===== src/rtl/qr_sequencer.sv =====
// rtl/qr_sequencer.sv - Gram-Schmidt QR stage sequencer; watchdog enabled by QR_SEQ_TIMEOUT_EN
//
// Walks columns j and prior columns k<j, running DOT/MUL/SUB per (j,k) pair and
// NORM once per column. Each stage holds its stop latched until it sees its
// clear pulse, so every stage run ends with a one-cycle CLR state.
// Build option: define QR_SEQ_TIMEOUT_EN to add a per-stage watchdog (TIMEOUT
// cycles) that ends the run in ERR with a sticky err flag.
module qr_sequencer #(
  parameter int N       = 3,
  parameter int TIMEOUT = 64
) (
  input  logic       clk,
  input  logic       reset,
  input  logic       go,
  input  logic       abort,
  output logic [3:0] stage_start,
  input  logic [3:0] stage_stop,
  output logic [3:0] stage_clr,
  output logic [1:0] col_idx,
  output logic [1:0] proj_idx,
  output logic       busy,
  output logic       done,
  output logic       err
);

  typedef enum logic [3:0] {
    S_IDLE,
    S_CLR_ALL,
    S_DOT,
    S_CLR_DOT,
    S_MUL,
    S_CLR_MUL,
    S_SUB,
    S_CLR_SUB,
    S_NORM,
    S_CLR_NORM,
    S_DONE,
    S_ERR
  } state_t;

  localparam logic [3:0] START_DOT  = 4'b0001;
  localparam logic [3:0] START_MUL  = 4'b0010;
  localparam logic [3:0] START_SUB  = 4'b0100;
  localparam logic [3:0] START_NORM = 4'b1000;
  localparam logic [3:0] CLR_EVERY  = 4'b1111;
  localparam logic [2:0] N_W        = 3'(N);

  state_t state;

  // col_idx is j and proj_idx is k; k is loaded with j on entry to NORM.
  logic [1:0] j;
  logic [1:0] k;

  assign col_idx  = j;
  assign proj_idx = k;

`ifdef QR_SEQ_TIMEOUT_EN
  localparam logic [7:0] WD_LAST = 8'(TIMEOUT - 1);
  logic [7:0] wd;
`else
  // Without the watchdog a stage may stall forever and ERR is never entered.
  assign err = 1'b0;
  if (TIMEOUT < 2 || TIMEOUT > 255) begin : g_timeout_unused
  end
`endif

  // Sequencer FSM: state, indices and every output are registered together so
  // that each output is a pure function of the state being entered.
  always_ff @(posedge clk) begin
    if (!reset) begin
      state       <= S_IDLE;
      stage_start <= '0;
      stage_clr   <= '0;
      j           <= '0;
      k           <= '0;
      busy        <= 1'b0;
      done        <= 1'b0;
`ifdef QR_SEQ_TIMEOUT_EN
      err         <= 1'b0;
      wd          <= '0;
`endif
    end else begin
      stage_clr <= '0;
      done      <= 1'b0;
`ifdef QR_SEQ_TIMEOUT_EN
      // Only the stall path below keeps counting; any state change restarts it.
      wd        <= '0;
`endif
      if (abort && state != S_IDLE) begin
        state       <= S_IDLE;
        stage_start <= '0;
        stage_clr   <= CLR_EVERY;
        busy        <= 1'b0;
      end else begin
        case (state)
          S_IDLE: begin
            if (go && !abort) begin
              state     <= S_CLR_ALL;
              stage_clr <= CLR_EVERY;
              busy      <= 1'b1;
              j         <= '0;
              k         <= '0;
`ifdef QR_SEQ_TIMEOUT_EN
              err       <= 1'b0;
`endif
            end
          end

          // Column 0 has no earlier columns to project out, so it goes straight to NORM.
          S_CLR_ALL: begin
            if (j == 2'd0) begin
              state       <= S_NORM;
              stage_start <= START_NORM;
            end else begin
              state       <= S_DOT;
              stage_start <= START_DOT;
            end
          end

          // The held start bit is exactly the active stage, so masking stop with
          // it ignores every other stage's stop and names the bit to clear.
          S_DOT, S_MUL, S_SUB, S_NORM: begin
            if ((stage_stop & stage_start) != 4'b0000) begin
              stage_start <= '0;
              stage_clr   <= stage_start;
              case (state)
                S_DOT:   state <= S_CLR_DOT;
                S_MUL:   state <= S_CLR_MUL;
                S_SUB:   state <= S_CLR_SUB;
                default: state <= S_CLR_NORM;
              endcase
            end
`ifdef QR_SEQ_TIMEOUT_EN
            else if (wd == WD_LAST) begin
              state       <= S_ERR;
              stage_start <= '0;
              stage_clr   <= CLR_EVERY;
              busy        <= 1'b0;
              err         <= 1'b1;
            end else begin
              wd <= wd + 8'd1;
            end
`endif
          end

          S_CLR_DOT: begin
            state       <= S_MUL;
            stage_start <= START_MUL;
          end

          S_CLR_MUL: begin
            state       <= S_SUB;
            stage_start <= START_SUB;
          end

          S_CLR_SUB: begin
            if ({1'b0, k} + 3'd1 < {1'b0, j}) begin
              k           <= k + 2'd1;
              state       <= S_DOT;
              stage_start <= START_DOT;
            end else begin
              k           <= j;
              state       <= S_NORM;
              stage_start <= START_NORM;
            end
          end

          S_CLR_NORM: begin
            if ({1'b0, j} + 3'd1 < N_W) begin
              j           <= j + 2'd1;
              k           <= '0;
              state       <= S_DOT;
              stage_start <= START_DOT;
            end else begin
              state <= S_DONE;
              done  <= 1'b1;
              busy  <= 1'b0;
            end
          end

          S_DONE: state <= S_IDLE;

          S_ERR: state <= S_IDLE;

          default: begin
            state       <= S_IDLE;
            stage_start <= '0;
            busy        <= 1'b0;
          end
        endcase
      end
    end
  end

endmodule


===== config.mk =====
export PLATFORM = sky130hd
export DESIGN_NAME = qr_sequencer
export DESIGN_NICKNAME = d
export VERILOG_FILES = /design/src/rtl/qr_sequencer.sv
export SDC_FILE = /design/constraint.sdc
export NUM_CORES = 1
export LEC_CHECK = 0
export ABC_AREA = 1
export CAP_MARGIN = 40
export CORE_MARGIN = 5
export CORE_UTILIZATION = 49
export CTS_CLUSTER_DIAMETER = 30
export DETAILED_ROUTE_END_ITERATION = 8
export PLACE_DENSITY = 0.77
export SLEW_MARGIN = 25
export SYNTH_ARGS = -nofsm -noshare
export SYNTH_HDL_FRONTEND = slang
export SYNTH_SLANG_ARGS = --single-unit

===== constraint.sdc =====
create_clock -name clk -period 1.94 [get_ports clk]
set_input_delay 0.388 -clock clk [delete_from_list [all_inputs] [get_ports clk]]
set_output_delay 0.388 -clock clk [all_outputs]
set_load 0.005 [all_outputs]

Word-level counts from Yosys, hierarchy flattened
Cells that the tools add are included.
W data, S select, Z words.
- register bits after elaboration: 18
- word-level logic and storage cells: 79
- output and inout port bits: 15
- bitwise logic cells: 6
- equality and inequality tests: 15
- order comparisons: 2
- reductions and logical operators: 19
- add/subtract/negate cells: 4
- multiplexer cells: 26
- operators by type and width (kind ; number):
    $pmux W4 S7 ; 2
    $mux W4 ; 12
    $eq A4 B3 Y1 const B ; 4
    $eq A4 B4 Y1 const B ; 4
    $pmux W4 S3 ; 1
    $reduce_or A10 Y1 ; 1
    $eq A4 B2 Y1 const B ; 2
    $mux W2 ; 4
    $ne A2 B2 Y1 const B ; 4
    $pmux W4 S2 ; 1
    $reduce_and A4 Y1 ; 2
    $reduce_bool A4 Y1 ; 2
    $add A2 B1 Y3 const B ; 2
    $pmux W2 S3 ; 1
    $reduce_and A3 Y1 ; 2
    $reduce_or A3 Y1 ; 2
    $not A1 Y1 ; 5
    $add A2 B1 Y2 const B ; 2
    $and A4 B4 Y4 ; 1
    $eq A4 B1 Y1 const B ; 1
    $logic_not A4 Y1 ; 1
    $pmux W2 S2 ; 1
    $reduce_or A4 Y1 ; 1
    $lt A3 B2 Y1 ; 1
    10 further kinds ; 13

Longest topological paths before layout
- word-level depth: 5
- depth in mapped cells: 10
- gate-level depth less buffers: 10

Worst setup path after synthesis
OpenSTA, ideal clock, no wires.
- kind: flip-flop to flip-flop
- start point: reg j[1] (netlist: col_idx[1])
- end point: reg k[0] (netlist: proj_idx[0])
- path buffers: 0
- cell stages (with the launch flop): 10
- data required time: 1828 ps
- period minus slack after synthesis: 1499 ps
- path slack: 441 ps
- arrival: 1388 ps
- path through: dfxtp_1 -> inv_1 -> fa_1 -> nand3_1 -> nand2_1 -> nor2_2 -> nand2_1 -> o21ai_0 -> nor2_1 -> nor2_1
- cells in the longest elaborated chain, start to end: 4
- ends and longest elaborated chain (what ; line ; text):
    start: declaration ; 51 ; logic [1:0] j;
    start signal: assignment ; 170 ; j <= j + 2'd1;
    $add A2 B1 Y3 ; 169 ; if ({1'b0, j} + 3'd1 < N_W) begin
    $lt A3 B2 Y1 ; 169 ;
    $ne A2 B2 Y1 (no line) ; n/a ;
    $reduce_and A4 Y1 (no line) ; n/a ;
    end signal: assignment ; 158 ; k <= k + 2'd1;
    end signal: assignment ; 162 ; k <= j;
    end: declaration ; 52 ; logic [1:0] k;
Several ways; a longest one is shown, not always the timed one.
A chain may end at the register's enable or synchronous reset.

Worst setup path after layout
- start point: reg j[1] (netlist: col_idx[1])
- end point: reg k[1] (netlist: proj_idx[1])
The elaborated chain is that of the path after synthesis.

==> impl_metrics.toml <==
[clock_tree]
numCtsBuffers = 3
clkTransAtPathRegs_ns = 0.11
post-cts-setup-buffer-count = 0
clock_latency_ns = 0.30
h-tree-depth = 1
postCtsResizedCells = 0
clockBufferDepth = 2
cts_hold_buf = 0
cts.sinks = 18
tritoncts = "built"
cts_root_buf = "clkbuf_4"

[detailed_routing]
drt-initial-drc-count = 54
vias = 1107
m1WireLength_um = 1180
met2_length_um = 1160
routed_wl_um = 2510
remaining_drc_errors = 0
wl_met3_um = 104
final_antenna_net_count = 0
avgViaCountPerCell = 5.01
firstDrtPassIters = 4
wire_per_inst_um = 11.4
maxUsedRoutingLayer = "met4"

[synthesis]
yosysSeqAreaShare_pct = 33.7
synth-edff-count = 0
syn-num-nets = 182
syn_inst = 169
synth_ff_type = "dfxtp_1"
ys_warn_count = 0
syn-cell-area_sq_mm = 0.00107
synth_commonest_cells = "46 x nand2_1, 27 x nor2_1, 22 x inv_1"
async_flop_share_pct = 0
synth_cell_types = 19
synth_top_area_share_pct = 33.7
syn_area_per_cell_sq_um = 6.33
yosys.cell_count.top_type = "nand2_1"
synthTopCellsByArea = "dfxtp_1 34%, nand2_1 16%, nor2_1 9.5%"
yosys.area.top_type = "dfxtp_1"
ys_ff_latch = 18

[power_and_ir_drop]
p_seq_share_pct = 30.9
power.switching_uw = 865
leakage_nw = 0.601
switching_share_pct = 45.7
powerDensity_mw_per_mm2 = 1410
vdd_drop_max_v = 0.000925
p_clk_share_pct = 12.5
p_comb_share_pct = 56.6
intPower_mw = 1.03

[timing]
finalCritPeriodShare_pct = 88.3
fin_ws_ns = 0.227
hold_viol_final = 0
setup_viol = 0
grt_setup_unrepaired = "false"
finClkSkew_ns = 0.00200
drv_slew = 0
tns_ns = 0
timing.fmax_mhz = 584
fin_crit_ns = 1.71

[floorplanning]
dieWidth_um = 56.7
fp.dieArea_sq_mm = 0.00322
fp.dieH_um = 56.7
rows = 17
pin_count = 23
core_sq_mm = 0.00215
start_util_pct = 49.8

[critical_path]
worstSetupEndpointType = "register"
timing.rr.start = "col_idx[1]$_SDFFE_PN0P_"
arrival_ns = 1.96
cp.required_ns = 2.19
endpoint = "proj_idx[1]$_SDFFE_PN0P_"
worstSetupStartpointType = "register"
r2r-end = "proj_idx[1]$_SDFFE_PN0P_"
regToRegSetupSlack_ns = 0.23
critical_path_class = "reg -> reg"
worstSetupStartpoint = "col_idx[1]$_SDFFE_PN0P_"
r2r_cells = 8
critical_path.max_fanout = 5

[placement]
hpwl_um = 2010
portBuffers = 21
placed_cell_area_sq_mm = 0.00131
dpl_worst_slack_ns = 0.269
gp_congestion = 0.861

[layout]
post-route-util_pct = 62.6
nets = 207
design_area_sq_mm = 0.00134
antennaDiodeCount = 0
drive_above_1_share_pct = 9.33
fillerInstances = 200
area_growth_pct = 25.6

[job]
drv_cap = 0

[grt]
grt_max_degree = 11
grt_pass1_wl_um = 4420
grt_usage_pct = 17.2
antenna_found_initial = 0
grt-ovfl-total = 0
grt_pass1_vias = 1054

[status]
outcome = "complete, no violations"

[worst_hold_path]
hold_path_depth = 2
hold_path.class = "reg -> reg"
-- cell type report --
type | instances | area, sq um | area share (%)
clock buffer | 4 | 36.3 | 2.70
timing repair buffer | 21 | 210 | 15.6
multi-input combinational | 126 | 612 | 45.5
tap | 28 | 35.0 | 2.61
inverter | 24 | 90.1 | 6.70
sequential | 18 | 360 | 26.8
-- registers in the layout (all words and copies together) (netlist names) --
signal       flops
stage_clr        4
state            4
proj_idx         2
stage_start      4
done             1
col_idx          2
busy             1
-- placed cells by master (no fill, tap or decap) --
cell             instances
nand3_1                 14
o31ai_1                  1
nand3_2                  1
nand2_2                  6
a22oi_1                  1
clkdlybuf4s50_1         21
dfxtp_1                 18
fa_1                     1
nand2_1                 46
ha_1                     4
clkbuf_8                 1
clkbuf_4                 3
a21oi_1                 10
inv_1                   22
o21ai_1                  2
conb_1                   1
nor2_1                  27
o21ai_0                  7
nor2_2                   4
nor2_4                   1
inv_2                    2
-- worst min-delay path by stage --
stage,from,end,slack (ns)
finish,busy$_SDFFE_PP0P_,busy$_SDFFE_PP0P_,0.50
global route,busy$_SDFFE_PP0P_,busy$_SDFFE_PP0P_,0.53
CTS,busy$_SDFFE_PP0P_,busy$_SDFFE_PP0P_,0.50
detailed placement,busy$_SDFFE_PP0P_,busy$_SDFFE_PP0P_,0.49
global placement,busy$_SDFFE_PP0P_,busy$_SDFFE_PP0P_,0.48
floorplan,busy$_SDFFE_PP0P_,busy$_SDFFE_PP0P_,0.48
-- critical path: stages (launching register included) --
cell     delay (ns)
dfxtp_1        0.40
inv_1          0.10
fa_1           0.49
nand3_1        0.11
nand2_1        0.13
nand2_1        0.07
o21ai_0        0.20
nor2_1         0.08
nor2_1         0.08
-- routing by layer --
metal  vias up  track usage, %
li1        576               -
met5         -               0
met4         0            6.10
met2        30            27.7
met1       487            21.9
met3        14            4.60
-- through the flow --
stage                     total power [mW]  hold WS (ns)  std cells
after floorplan                       1.32         0.480        169
after global placement                1.63         0.480        217
after detailed placement              1.66         0.486        217
after CTS                             1.90         0.504        221
after global routing                  2.09         0.526        221
final                                 1.89         0.502        221
-- cell families (layout without fill, tap and decap cells) --
group | Yosys count | count (layout) | share of synthesized area [%]
adders and majority gates | 5 | 5 | 6.55
and+or+nand+nor | 99 | 99 | 40.0
buffers and inverters | 25 | 49 | 9.12
other | 1 | 1 | 0.351
AOI/OAI and AO/OA | 21 | 21 | 10.3
DFF | 18 | 18 | 33.7
-- power groups by stage --
| stage | sequential, mW | clock, mW | combinational (mW) |
|---|---|---|---|
| 2_1_floorplan | 0.579 | 0 | 0.739 |
| 3_3_place_gp | 0.590 | 0 | 1.04 |
| 3_5_place_dp | 0.592 | 0 | 1.07 |
| 4_1_cts | 0.586 | 0.244 | 1.07 |
| 5_1_grt | 0.607 | 0.260 | 1.23 |
| 6_report | 0.586 | 0.238 | 1.07 |
No activity file was read; power rests on OpenSTA's default activity.
